### src/rtl/ascon_ctrl_fsm.sv
// Ascon-128 encryption control FSM: sequences init, AD, PT, finalization and tag capture.
// Optional abort input is enabled by defining ASCON_CTRL_ABORT_EN.
module ascon_ctrl_fsm #(
    parameter int N_AD = 1,
    parameter int N_PT = 3
) (
    input  logic       clock_i,
    input  logic       resetb_i,
    input  logic       start_i,
    input  logic [3:0] round_i,
    input  logic       data_valid_i,
`ifdef ASCON_CTRL_ABORT_EN
    input  logic       abort_i,
`endif
    output logic       data_ready_o,
    output logic       input_select_o,
    output logic       ena_cpt_o,
    output logic       init_a_o,
    output logic       init_b_o,
    output logic       ena_xor_up_o,
    output logic       ena_xor_down_o,
    output logic [2:0] xor_down_sel_o,
    output logic       ena_reg_state_o,
    output logic       ena_cipher_o,
    output logic       ena_tag_o,
    output logic       cipher_valid_o,
    output logic       busy_o,
    output logic       done_o
);

    localparam int AD_W = (N_AD > 1) ? $clog2(N_AD) : 1;
    localparam int PT_W = (N_PT > 1) ? $clog2(N_PT) : 1;
    localparam logic [AD_W-1:0] AD_LAST = AD_W'(N_AD - 1);
    localparam logic [PT_W-1:0] PT_LAST = PT_W'(N_PT - 1);
    localparam logic [3:0] LAST_ROUND = 4'd11;

    typedef enum logic [3:0] {
        S_IDLE,
        S_INIT,
        S_AD_FIRST,
        S_AD_PERM,
        S_PT_FIRST,
        S_PT_PERM,
        S_FIN_FIRST,
        S_FIN_PERM,
        S_DONE
    } state_t;

    state_t          state_q, state_d;
    logic [AD_W-1:0] ad_cnt_q, ad_cnt_d;
    logic [PT_W-1:0] pt_cnt_q, pt_cnt_d;
    logic            cipher_valid_q;
    logic            abort_w;

`ifdef ASCON_CTRL_ABORT_EN
    assign abort_w = abort_i;
`else
    assign abort_w = 1'b0;
`endif

    always_ff @(posedge clock_i) begin
        if (!resetb_i) begin
            state_q        <= S_IDLE;
            ad_cnt_q       <= '0;
            pt_cnt_q       <= '0;
            cipher_valid_q <= 1'b0;
        end else if (abort_w && (state_q != S_IDLE)) begin
            state_q        <= S_IDLE;
            ad_cnt_q       <= '0;
            pt_cnt_q       <= '0;
            cipher_valid_q <= 1'b0;
        end else begin
            state_q        <= state_d;
            ad_cnt_q       <= ad_cnt_d;
            pt_cnt_q       <= pt_cnt_d;
            cipher_valid_q <= ena_cipher_o;
        end
    end

    assign cipher_valid_o = cipher_valid_q;
    assign busy_o         = (state_q != S_IDLE);

    always_comb begin
        state_d         = state_q;
        ad_cnt_d        = ad_cnt_q;
        pt_cnt_d        = pt_cnt_q;
        data_ready_o    = 1'b0;
        input_select_o  = 1'b0;
        ena_cpt_o       = 1'b0;
        init_a_o        = 1'b0;
        init_b_o        = 1'b0;
        ena_xor_up_o    = 1'b0;
        ena_xor_down_o  = 1'b0;
        xor_down_sel_o  = 3'b000;
        ena_reg_state_o = 1'b0;
        ena_cipher_o    = 1'b0;
        ena_tag_o       = 1'b0;
        done_o          = 1'b0;

        case (state_q)
            S_IDLE: begin
                init_a_o = 1'b1;
                if (start_i) state_d = S_INIT;
            end
            S_INIT: begin
                ena_reg_state_o = 1'b1;
                ena_cpt_o       = 1'b1;
                input_select_o  = (round_i != 4'd0);
                if (round_i == LAST_ROUND) begin
                    ena_cpt_o      = 1'b0;
                    init_b_o       = 1'b1;
                    ena_xor_down_o = 1'b1;
                    xor_down_sel_o = 3'b001;
                    state_d        = S_AD_FIRST;
                end
            end
            S_AD_FIRST, S_PT_FIRST, S_FIN_FIRST: begin
                // Block entry holds every enable low until the source presents data.
                if (data_valid_i) begin
                    data_ready_o    = 1'b1;
                    ena_xor_up_o    = 1'b1;
                    ena_reg_state_o = 1'b1;
                    ena_cpt_o       = 1'b1;
                    input_select_o  = 1'b1;
                    ena_cipher_o    = (state_q != S_AD_FIRST);
                    case (state_q)
                        S_AD_FIRST: state_d = S_AD_PERM;
                        S_PT_FIRST: state_d = S_PT_PERM;
                        default:    state_d = S_FIN_PERM;
                    endcase
                end
            end
            S_AD_PERM: begin
                ena_reg_state_o = 1'b1;
                ena_cpt_o       = 1'b1;
                input_select_o  = 1'b1;
                if (round_i == LAST_ROUND) begin
                    ena_cpt_o = 1'b0;
                    if (ad_cnt_q != AD_LAST) begin
                        ad_cnt_d = ad_cnt_q + AD_W'(1);
                        init_b_o = 1'b1;
                        state_d  = S_AD_FIRST;
                    end else begin
                        // With a single PT block the final-block key XOR is folded in here.
                        ena_xor_down_o = 1'b1;
                        xor_down_sel_o = (N_PT == 1) ? 3'b110 : 3'b010;
                        ad_cnt_d       = '0;
                        if (N_PT > 1) begin
                            init_b_o = 1'b1;
                            state_d  = S_PT_FIRST;
                        end else begin
                            init_a_o = 1'b1;
                            state_d  = S_FIN_FIRST;
                        end
                    end
                end
            end
            S_PT_PERM: begin
                ena_reg_state_o = 1'b1;
                ena_cpt_o       = 1'b1;
                input_select_o  = 1'b1;
                if (round_i == LAST_ROUND) begin
                    ena_cpt_o = 1'b0;
                    pt_cnt_d  = pt_cnt_q + PT_W'(1);
                    if (pt_cnt_d == PT_LAST) begin
                        ena_xor_down_o = 1'b1;
                        xor_down_sel_o = 3'b100;
                        init_a_o       = 1'b1;
                        state_d        = S_FIN_FIRST;
                    end else begin
                        init_b_o = 1'b1;
                        state_d  = S_PT_FIRST;
                    end
                end
            end
            S_FIN_PERM: begin
                ena_reg_state_o = 1'b1;
                ena_cpt_o       = 1'b1;
                input_select_o  = 1'b1;
                if (round_i == LAST_ROUND) begin
                    ena_cpt_o      = 1'b0;
                    ena_xor_down_o = 1'b1;
                    xor_down_sel_o = 3'b001;
                    ena_tag_o      = 1'b1;
                    state_d        = S_DONE;
                end
            end
            S_DONE: begin
                done_o   = 1'b1;
                pt_cnt_d = '0;
                state_d  = S_IDLE;
            end
            default: state_d = S_IDLE;
        endcase
    end

endmodule

### config.mk
export PLATFORM = sky130hd
export DESIGN_NAME = ascon_ctrl_fsm
export DESIGN_NICKNAME = d
export VERILOG_FILES = /design/src/rtl/ascon_ctrl_fsm.sv
export SDC_FILE = /design/constraint.sdc
export NUM_CORES = 1
export LEC_CHECK = 0
export BUFFER_PORTS_ARGS = -buffer_cell sky130_fd_sc_hd__buf_2
export CORE_MARGIN = 2
export CORE_UTILIZATION = 26
export CTS_CLUSTER_SIZE = 24
export DETAILED_ROUTE_END_ITERATION = 6
export SLEW_MARGIN = 20
export SYNTH_ARGS = -nofsm -noshare
export SYNTH_HDL_FRONTEND = slang
export SYNTH_SLANG_ARGS = --single-unit
### constraint.sdc
create_clock -name clock_i -period 2 [get_ports clock_i]
set_input_delay 0.1 -clock clock_i [delete_from_list [all_inputs] [get_ports clock_i]]
set_output_delay 0.1 -clock clock_i [all_outputs]
set_load 0.03 [all_outputs]
After elaboration in Yosys (flattened, before gate mapping). Cells that the tools add are included.

Reductions and logical operators: 12. Div/mod/pow operators: 0. Muxes and demuxes: 39. Bitwise operators: 0. Order comparisons: 0. Multipliers: 0. Add/sub/neg operators: 2. Equal/unequal tests: 17. Shifts and indexed selects: 0.

Operator list (count): two-way mux 4 bit (6); one-hot mux 4 bit (6 select lines) (1); == test 4 x 3 -> 1 bit, second input constant (4); two-way mux 1 bit (16); inequality test 2 bit, second input constant (6); two-way mux 3 bit (3); one-hot mux 3 bit (3 select lines) (1); == test 4 x 2 -> 1 bit, second input constant (2); == test 4 bit, second input constant (2); two-way mux 2 bit (4); one-hot mux 1 bit (2 select lines) (4); nonzero test 4 bit (2); one-hot mux 1 bit (3 select lines) (2); one-hot mux 3 bit (2 select lines) (1); AND reduction 6 bit (1); OR reduction 3 bit (2); == test 4 x 1 -> 1 bit, second input constant (1); zero test 4 bit (1); inequality test 4 x 2 -> 1 bit, second input constant (1); one-hot mux 2 bit (2 select lines) (1); AND reduction 2 bit (2); OR reduction 2 bit (2); OR reduction 4 bit (1); adder 2 x 1 -> 2 bit, second input constant (1); other kinds (3) (3).

Output and inout port bits: 16. Bits in registers: 8. Bits in latches: 0. Memories: 0. Logic and storage cells: 74. Input bits: 8. ROM bits: 0. Memory bits (writable): 0.

Longest topological paths before layout. Gate-level depths: netlist (run 1).

Depth after elaboration: 5. Mapped depth: 6. Gate-level depth less buffers: 6.

Worst setup path after synthesis (run 1). No wires, ideal clock.

Path type: register -> register. Start point: reg state_q[0]. End point: reg pt_cnt_q[0]. Required time: 1885 ps. Clock period less this slack: 2006 ps. Setup time: 115 ps. Stages on the path, launching flop included: 5. Buffers on the path: 1. Slack: -6 ps. Data arrival time: 1891 ps. Path through: dfxtp_1 -> buf_4 -> nor4b_1 -> nand2b_1 -> nor2_1.

Longest elaborated chain between the ends: 3. Elaborated cells on any way between the ends: 6. Classes of those cells: 3 x eq/ne; 1 x mux; 2 x reduce/logical.

RTL lines: from (decl) (RTL line 49) `state_t state_q, state_d;`; from (signal assigned) (RTL line 73) `state_q <= state_d;`; == test 4 x 3 -> 1 bit or == test 4 bit (tied branches) (RTL line 100) `case (state_q)`; inequality test 2 bit (no source line) or nonzero test 2 bit (tied branches); AND reduction 2 bit (no source line); to (signal assigned) (RTL line 75) `pt_cnt_q <= pt_cnt_d;`; to (decl) (RTL line 51) `logic [PT_W-1:0] pt_cnt_q, pt_cnt_d;`.

Several ways; a longest one is shown, not always the timed one. A chain may end at the register's enable or synchronous reset.

Final worst setup path (run 1).
Start point: reg state_q[2]. End point: out input_select_o.

Longest elaborated chain between the ends: 3. Elaborated cells on any way between the ends: 10. Classes of those cells: 7 x eq/ne; 1 x mux; 2 x reduce/logical.

RTL lines: == test 4 x 3 -> 1 bit or == test 4 x 2 -> 1 bit (tied branches) (RTL line 100); OR reduction 3 bit (on tied branches); one-hot mux 1 bit (3 select lines) (*) (RTL line 100); to (decl) (RTL line 16) `output logic input_select_o,`.

Every way passes the cells marked *; elsewhere a longest branch is shown, timed or not.

==> results of run 1 <==
## cells in the final DEF, fill, tap and decap left out, drive strengths merged, types with 2 or more instances in the layout
cell,instances
nor3b,2
buf,23
nand3,2
a211oi,3
mux2i,2
clkbuf,3
nand2b,3
nand2,4
dfxtp,7
a21oi,3
nor4,4
nor3,2
inv,3
nor2,13
o21ai,3
## metrics by stage
stage	cells	cell area (um^2)	power (mW)	setup slack, ps	util (%)
final	122	731	0.737	158	34.0
after global placement	118	703	0.607	475	32.7
after global routing	122	731	0.787	3.52	34.0
after floorplan	72	584	0.531	327	-
after detailed placement	118	703	0.611	449	32.7
after CTS	122	731	0.746	159	34.0
## state kept, by name (all words and copies together) (netlist names)
name and count:
pt_cnt_q 2, state_q 4, cipher_valid_o 1
## metal layers
layer  routed length (um)  track usage, %  share of wire (%)  vias up
met5                    0               0                  0        -
met4                   19            4.50                1.3        0
met2                  670            19.0                 47       21
li1                     -               -                  -      311
met3                   65            4.68                4.6        2
met1                  659            15.0                 47      270
## where the power goes
part / switching [mW] / internal, mW / total (mW)
logic: 0.247 / 0.142 / 0.389
clock network: 0.0583 / 0.0734 / 0.132
registers: 0.0600 / 0.156 / 0.216
total: 0.365 / 0.371 / 0.737
## logic make-up (layout without fill, tap and decap cells)
family | Yosys count | after routing | share of synthesized area (%)
DFF | 7 | 7 | 24.2
buffers and inverters | 8 | 30 | 7.36
xor gates and xnor gates | 2 | 2 | 3.03
muxes | 2 | 2 | 3.46
AOI/OAI and AO/OA | 14 | 14 | 20.3
adders and majority gates | 1 | 1 | 2.16
and+or+nand+nor | 38 | 38 | 39.4
## final cells by class
| type | instances | area [um^2] | share of cell area, % |
|---|---|---|---|
| inverter | 3 | 11.3 | 1.54 |
| multi-input combinational | 57 | 402 | 55.0 |
| timing repair buffer | 23 | 115 | 15.8 |
| tap | 28 | 35.0 | 4.79 |
| clock buffer | 3 | 22.5 | 3.08 |
| clock inverter | 1 | 5.00 | 0.685 |
| sequential | 7 | 140 | 19.2 |
## path summary, 6_finish.rpt
kind / from / endpoint / slack, ps / depth (start not counted)
min: data_valid_i / cipher_valid_o / 140 / 3
max: state_q[2] / input_select_o / 160 / 4
min reg2reg: pt_cnt_q[1] / pt_cnt_q[1] / 540 / 2
max reg2reg: state_q[2] / pt_cnt_q[1] / 500 / 4
## worst reg2reg max path: cells and delay by family, from the launching register on
| family | cells | cell delay (ps) |
|---|---|---|
| AND/OR/NAND/NOR | 3 | 540 |
| AO/OA/AOI/OAI | 1 | 190 |
| flip-flops | 1 | 680 |
==> impl.org, run 1 <==
** Status
- The flow ran to the end, and the final reports show no timing, DRC or antenna violations.

** Synthesis
- Post-Synthesis Mean Instance Area :: 8.03 um^2
- The number of nets in the synthesized netlist is 81.
- After synthesis the cells add up to 578 um^2.
- Cells after synthesis :: 72
- The share of the Yosys chip area taken by registers is 24.2%.
- Area share of the leading cell type in the synthesized netlist :: 24.2%
- By area the synthesized netlist is led by dfxtp_1, nor2_1, o32ai_4.
- Yosys mapped a number of flops with a built-in enable equal to 0.
- After synthesis, the netlist uses 35 different library cells.
- Yosys printed 0 warnings.
- Flop and latch count out of synthesis :: 7
- In the post-synthesis netlist, the cell with the most instances is nor2_1.
- The synthesized design spends more area on one cell type than any other, namely dfxtp_1.
- Ys async rst share :: 0%
- Sorting the synthesized cells by how often they occur yields nor2_1, dfxtp_1, nand2_1, nor4_1.
- Among all flip-flop cells after synthesis, the most frequent one is dfxtp_1.

** Timing
- At the pin with the least slew margin, the transition time is 571 ps.
- RSZ-0062 raised after global routing :: no
- Dividing the final minimum period by the clock period gives 92.1%.
- The count of final max-slew check failures was 0.
- Setup violations remaining at the end of the flow were counted as 0.
- Peak Freq :: 0.543 GHz
- Slew margin rel. :: 61.9%
- Smallest hold slack :: 138 ps
- Clock tree skew after final layout :: 11.3 ps
- The final-report hold violation count was 0.
- Setup total negative slack on the finished layout was measured at 0 ps.
- Counting I/O delays and the setup requirement, the final critical path takes 1840 ps.

** CTS
- No sink is reached through more buffers than the 2 on the longest clock path.
- Number of sinks driven by the clock tree :: 7
- Clock-pin slew was measured on the worst setup and hold paths at 60 ps.
- Number of setup buffers added after CTS :: 0
- Clock tree synthesis selected as its root buffer the cell clkbuf_4.
- TritonCTS Buffers :: 3
- For this design, the CTS-stage hold fixing added 0 buffers.
- TritonCTS clock tree :: done
- For the worst-skew pair, the clock arrives at the later sink with an insertion delay of 260 ps.
- Total of cells resized after clock tree synthesis :: 0
- CTS built an H-tree with a depth of 1.

** Run
- The tool flagged a number of max-cap violations equal to 0.

** Setup path
- The number of buffers and inverters on the critical path is 1.
- Critical path start-end classification :: reg2out
- Data arrives at the worst endpoint at 1740 ps.
- Maximum net fanout on the critical path :: 16
- Critical path, cell by cell :: o21a_1 > nor2_1 > a211oi_1 > buf_2
- At the worst endpoint, the required time is 1900 ps.
- On the worst path, the slowest cell contributes a delay of 680 ps.
- CP top delay family :: flip-flops
- The worst setup path is captured at a primary output.
- Slowest stage cell on the critical path :: dfxtp_1
- Worst setup SP type :: register

** Floorplan
- IO Count :: 24
- Die area :: 2620 um^2
- In this run the core area contains 17 standard-cell rows.
- The die is 51.2 um wide.
- For this configuration, the core starts out at a cell density of 26.9%.
- Die span in y :: 51.2 um
- The region available for standard cell placement spans 2150 um^2.

** Routing
- Drt first pass iters :: 4
- Routed Wire Length :: 1410 um
- Wirelength per Cell :: 11.6 um
- In the routed design, unresolved DRC markers number 0.
- Number of nets still failing antenna checks after routing :: 0
- DRT iter0 DRCs :: 16
- The final route contains 604 vias.
- Using the TritonRoute via totals, the vias-per-cell ratio works out to 4.95.

** Global routing
- The first global-routing pass estimated 2440 um of wire.
- The total overflow left after global routing is 0.
- The number of global-route vias before repair was 593.
- For this run, the total global-route usage over all layers was measured as 12.2%.
- The initial antenna violation count is 0.
- Largest net degree at the start of global routing :: 17

** Cells and area
- Filler cell count :: 235
- The repair_antennas step left the layout with diodes totalling 0.
- Final nets :: 104
- Compared with the post-synthesis result, the final layout area differs by 26.4%.
- In the final layout, the share of cells above drive strength 1 is 36.2%.

** Pwr
- Peak supply drop :: 0.407 mV
- For this design the static power due to leakage is 0.312 nW.
- For this design the ratio of total power to cell area is 1010 nW/um^2.

** Placed design
- Sum of net half-perimeters after detailed placement :: 1110 um
- Number of port buffers :: 23
- Last weighted congestion value of the routability-driven placer :: 0.730

** Worst hold path
- The tightest min-delay check is of the in2reg type.
(Power assumes the default switching activity.)
==> run 2, diff against run 1 <==
CORE_ASPECT_RATIO = 0.9   (was not set)
GPL_ROUTABILITY_DRIVEN = 0   (was not set)
==> impl.org, run 2 (synthesis results as in run 1) <==
** Status
- The flow ran to the end, and the final reports show no timing, DRC or antenna violations.

** Cells and area
- Compared with the post-synthesis result, the final layout area differs by 26.0%.
- More flip-flops sit in one register than any other, and that register is state_q.
- Filler cell count :: 225
- The register with the most flip-flops in the layout has 4 of them.
- Final nets :: 104
- In the layout the commonest cells are buf_2, nor2_1, dfxtp_1.
- Non-Filler Instances :: 121
- Antenna fix cells :: 0
- Fraction of layout instances using a drive strength above 1 :: 35.1%
- Most common cell after layout, fill and taps aside :: buf_2

** Floorplan
- The floorplan step defined a die boundary enclosing 2620 um^2.
- The floorplan step defined a core boundary enclosing 2140 um^2.
- Effective utilization at floorplan :: 27.0%
- IO Count :: 24
- Row cnt :: 16
- From left edge to right edge, the die measures 53.7 um.
- Die span in y :: 48.7 um

** Setup path
- CP top delay family :: flip-flops
- Maximum net fanout on the critical path :: 16
- Number of logic stages on the critical path including buffering :: 4
- Launch point of the worst reg-to-reg path :: state_q[2]
- Slowest stage delay, CP :: 690 ps
- Length in cells of the worst reg-to-reg path :: 4
- The slowest stage of the critical path is the dfxtp_1 cell.
- In this run the critical register-to-register path is captured at pt_cnt_q[1].
- Kind of end point of the critical path :: primary output
- The worst setup path is launched from a register.
- Sum of buffers and inverters on the critical path :: 1
- Critical path, cell by cell :: o21a_1 > nor2_1 > a211oi_1 > buf_2
- The setup path with the least slack is of type reg2out.
- The setup check on the worst reg-to-reg path leaves a slack of 500 ps.
- Critical path capture point :: input_select_o
- Data required time at the worst endpoint :: 1900 ps
- Startpoint of the worst setup timing path :: state_q[2]
- STA puts the critical path data arrival time at 1720 ps.

** Global routing
- For this run the aggregate overflow at the end of global routing stands at 0.
- Largest net degree at the start of global routing :: 17
- Initial antenna violation count :: 0
- The first global-routing pass estimated 2330 um of wire.
- Global routing used 12.1% of the available tracks across all layers.
- Number of global-route vias before repair :: 542

** Timing
- Measured against its own limit, the worst slew margin works out to 60.8%.
- The count of final max-slew check failures is 0.
- Clock skew on the completed layout was measured at 0.257 ps.
- For the pin with the worst max-slew slack, the measured transition is 587 ps.
- Peak Freq :: 0.548 GHz
- In the final timing run, aggregate negative setup slack is 0 ps.
- Min setup slack post-route :: 177 ps
- Count of final setup violators :: 0
- The final-report hold violation count is 0.
- Post-route clock period utilization :: 91.2%
- Final critical path time including I/O delays and setup :: 1820 ps
- RSZ-0062 raised after global routing :: no
- Smallest hold slack :: 159 ps

** Placed design
- Input and output buffers added on the ports amount to 23.
- Pre-CTS setup slack :: 459 ps
- Detailed placement finished with a half-perimeter wire length of 1050 um.
- Number of cells in the design after placement :: 117

** CTS
- Number of sinks driven by the clock tree :: 7
- In this run the post-CTS setup repair buffer count came out at 0.
- The clock passes through at most 2 buffers.
- Total of cells resized after clock tree synthesis :: 0
- Buffers inserted during clock tree synthesis total 3.
- For the worst-skew pair, the clock arrives at the later sink with an insertion delay of 250 ps.
- The tree is rooted in a clkbuf_4.
- CTS built an H-tree with a depth of 1.
- TritonCTS built the clock tree.
- Clock-pin slew was measured on the worst setup and hold paths at 50 ps.
- After clock tree synthesis, the flow added hold-fix buffers numbering 0.

** Pwr
- For this design the static power due to leakage is 0.309 nW.
- Relative contribution of the clock network to total power :: 17.4%
- The internal portion of the total power is 374 uW.
- Summed over all nets, the switching power comes to 352 uW.
- The share of total power dissipated in sequential elements is 29.8%.
- Power density of the placed cells :: 998 nW/um^2
- Total power consumption of the routed design :: 727 uW
- Sw Share :: 48.5%
- Combinational power share :: 52.8%
- Peak supply drop :: 0.441 mV

** Routing
- Vias after detailed routing :: 571
- DR DRC count :: 0
- DRT iter0 DRCs :: 13
- Post-detailed-route via-to-cell ratio :: 4.72
- Dividing the detail-routed wire length by the instance count gives 11.3 um.
- Drt first pass iters :: 4
- The final layout contains routed wiring with a total length of 1360 um.
- Number of nets still failing antenna checks after routing :: 0

** Worst hold path
- Worst hold path type :: in2reg
- Start point of the worst min-delay path :: resetb_i
- Worst Hold Depth :: 2

** Run
- Max Cap Violations :: 0
run 2: cell type report:
cell class / instances / area, um^2 / area share, %
Tap cell: 27 / 33.8 / 4.64
Timing Repair Buffer: 23 / 115 / 15.8
Inverter: 3 / 11.3 / 1.55
Clock buffer: 4 / 26.3 / 3.61
Sequential cell: 7 / 140 / 19.2
Multi-Input combinational cell: 57 / 402 / 55.2
run 2: worst min-delay path by stage:
stage,to,slack [ps]
after floorplan,state_q[2],240
after global placement,state_q[1],420
after detailed placement,state_q[0],420
after CTS,state_q[0],150
after global routing,state_q[0],150
final,state_q[0],160
run 2: worst register-to-register path, cell delays in order, from the launching register on:
cell and delay [ps]:
dfxtp_1 690, nand4bb_1 260, nor2_2 220, nor2_1 70, a211oi_2 180
run 2: metal layers:
layer / GRT usage, % / vias to the layer above / part of all wire [%]
li1: - / 307 / -
met1: 15.2 / 252 / 46
met4: 2.56 / 0 / 0
met5: 0 / - / 0
met2: 17.7 / 12 / 48
met3: 7.10 / 0 / 5.9
run 2: power by group through the flow:
stage               clock (mW)  sequential [mW]  combinational, mW
finish                   0.126            0.217              0.383
global route             0.143            0.222              0.417
CTS                      0.131            0.216              0.389
detailed placement           0            0.220              0.388
global placement             0            0.218              0.391
floorplan                    0            0.177              0.354
run 2: through the flow:
stage,util (%),instance area (um^2)
floorplan,-,584
global placement,32.8,702
detailed placement,32.8,702
CTS,34.0,728
global route,34.0,728
finish,34.0,728
==> run 3, diff against run 2 <==
==> constraint.sdc (replaced) <==
create_clock -name clock_i -period 2 [get_ports clock_i]
set_input_delay 0.6 -clock clock_i [delete_from_list [all_inputs] [get_ports clock_i]]
set_output_delay 0.6 -clock clock_i [all_outputs]
set_load 0.03 [all_outputs]
==> impl.org, run 3 (synthesis results as in run 1) <==
** Status
- Status :: finished, violations left
- The final reports fail on negative setup slack.

** Global routing
- Initial antenna violation count :: 0
- For this run, global-route usage on met1 was measured as 18.1%.
- Entering global routing, the biggest net connects 11 pins.
- The number of global-route vias before repair was 662.
- In the global route stage, overall resource usage came out at 14.8%.
- The first global-routing pass estimated 2900 um of wire.
- For met2 alone, demand over resource in global routing was 24.4%.
- Global routing's busiest layer :: met2
- Grt ovf :: 0
- Global routing met3 resource utilization :: 3.70%

** CTS
- Htree depth :: 1
- Hold repair after CTS inserted 0 buffers.
- CTS clock-pin slew for the worst setup and hold paths :: 50 ps
- The tree is rooted in a clkbuf_4.
- Number of sinks driven by the clock tree :: 7
- TritonCTS Buffers :: 3
- TritonCTS clock tree :: done
- The clock passes through at most 2 buffers.
- Clk_lat worst skew :: 260 ps

** Timing
- Final count of pins violating max slew :: 0
- The worst path uses 103% of the clock period.
- Setup violations remaining at the end of the flow were counted as 5.
- On the final layout, the worst clock skew is 18.7 ps.
- Setup repair after global routing could not meet its margin everywhere.
- Measured against its own limit, the worst slew margin works out to 79.5%.
- Min setup slack post-route :: -62.3 ps
- Peak Freq :: 0.485 GHz
- Final hold violation count :: 0
- The worst path in the final design needs a cycle of 2060 ps, including I/O delays and setup.
- For the pin with the worst max-slew slack, the measured transition is 304 ps.

** Floorplan
- Floorplan Core Area :: 2140 um^2
- IO Count :: 24
- Die area :: 2620 um^2
- Die span in y :: 48.7 um
- Width of the chip :: 53.7 um
- Effective utilization at floorplan :: 27.0%
- Row cnt :: 16

** Cells and area
- Antenna fix cells :: 0
- The finished layout holds 135 standard cells, fillers aside.
- In the layout the commonest cells are buf_4, buf_2, nor2_1.
- Most common cell after layout, fill and taps aside :: buf_4
- Final nets :: 118
- Fraction of layout instances using a drive strength above 1 :: 59.3%
- The register with the most flip-flops in the final layout is state_q.
- Synthesis-to-finish area growth :: 71.4%
- The layout has 199 filler cells.
- The register with the most flip-flops in the layout has 4 of them.

** Worst hold path
- The worst hold path passes through 2 cells.
- The min-delay analysis places its worst path in the category reg2reg.

** Pwr
- Leakage :: 0.428 nW
- For this design the ratio of total power to cell area is 933 nW/um^2.
- Total power consumption of the routed design :: 925 uW
- VDD sags by at most 0.465 mV.

** Routing
- The pre-antenna-repair detailed-routing pass consisted of 4 iterations.
- After detailed routing, the average wire length per cell comes to 13.0 um.
- The routed design has 1750 um of wire.
- DR DRC count :: 0
- The detail route stage leaves a number of antenna-violating nets equal to 0.
- The detailed router finished its first iteration with 14 violations.
- Using the TritonRoute via totals, the vias-per-cell ratio works out to 4.92.
- Vias after detailed routing :: 664

** Setup path
- STA puts the critical path data required time at 1400 ps.
- Kind of end point of the critical path :: primary output
- Signal arrival time at the worst endpoint :: 1460 ps
- The worst setup path is of the in2out kind.
- Maximum net fanout on the critical path :: 3
- The worst setup path is launched from an input port.
- The worst register-to-register path has a depth of 5.

** Placed design
- Number of cells in the design after placement :: 128
- Number of port buffers :: 23
- Timing analysis after detailed placement gives a worst setup slack of -204 ps.
- The HPWL after detailed placement is 1280 um.

** Run
- Across the run, the number of max-cap violations was 0.
## run 3: cell types whose count changed in the layout (fill, tap and decap cells not counted), moves of 2 or more
cell / change
nor2_1: -2
nor4_1: -2
buf_4: +18
nor3_1: -2
dfxtp_4: +3
dfxtp_1: -4
nor2_2: +2
buf_2: -10
buf_6: +4
## run 3: power by group
group          internal (mW)  leakage [nW]  switching (mW)
Clock                 0.0732        0.0177          0.0584
Sequential             0.161        0.0594          0.0351
Combinational          0.267         0.351           0.330
## run 3: worst max-delay path, cell delays in order
cell	delay (ps)
buf_6	90
and4b_1	250
nand4_1	80
o21ai_1	90
nor3b_4	190
buf_6	150
## run 3: per-stage QoR
step	area, um^2	TNS, ps	utilization (%)	hold WS [ps]
5_1_grt	991	-535	46.3	584
4_1_cts	935	-182	43.6	540
6_report	991	-130	46.3	540
2_1_floorplan	626	-530	-	491
3_3_place_gp	838	-1020	39.1	511
3_5_place_dp	838	-1000	39.1	526
## run 3: final timing paths
kind                    start           to  slack (ps)
hold reg to reg   pt_cnt_q[0]  pt_cnt_q[0]         540
setup / recovery   round_i[2]     init_a_o         -60
hold / removal    pt_cnt_q[0]  pt_cnt_q[0]         540
setup reg to reg   state_q[3]   state_q[2]         520
## run 3: timing repair
action | in CTS | in global routing
endpoints found under the setup margin | 12 | 14
buffers inserted | 2 | 1
resized for setup | 15 | 16
pin swaps | 0 | 3
## run 3: area by class of cell
type                    count  area [um^2]  share of cell area (%)
multi-input cells          57          493                    49.7
repair buffers             37          273                    27.5
inverters                   3         11.3                    1.14
clock inverters             1         5.00                   0.505
well taps                  27         33.8                    3.41
clock buffers               3         22.5                    2.27
flip-flops and latches      7          153                    15.4
## run 3: per-layer routing
metal | vias to the layer above | part of all wire [%]
li1 | 337 | -
met1 | 310 | 43
met2 | 17 | 52
met3 | 0 | 4.7
met4 | 0 | 0
met5 | - | 0
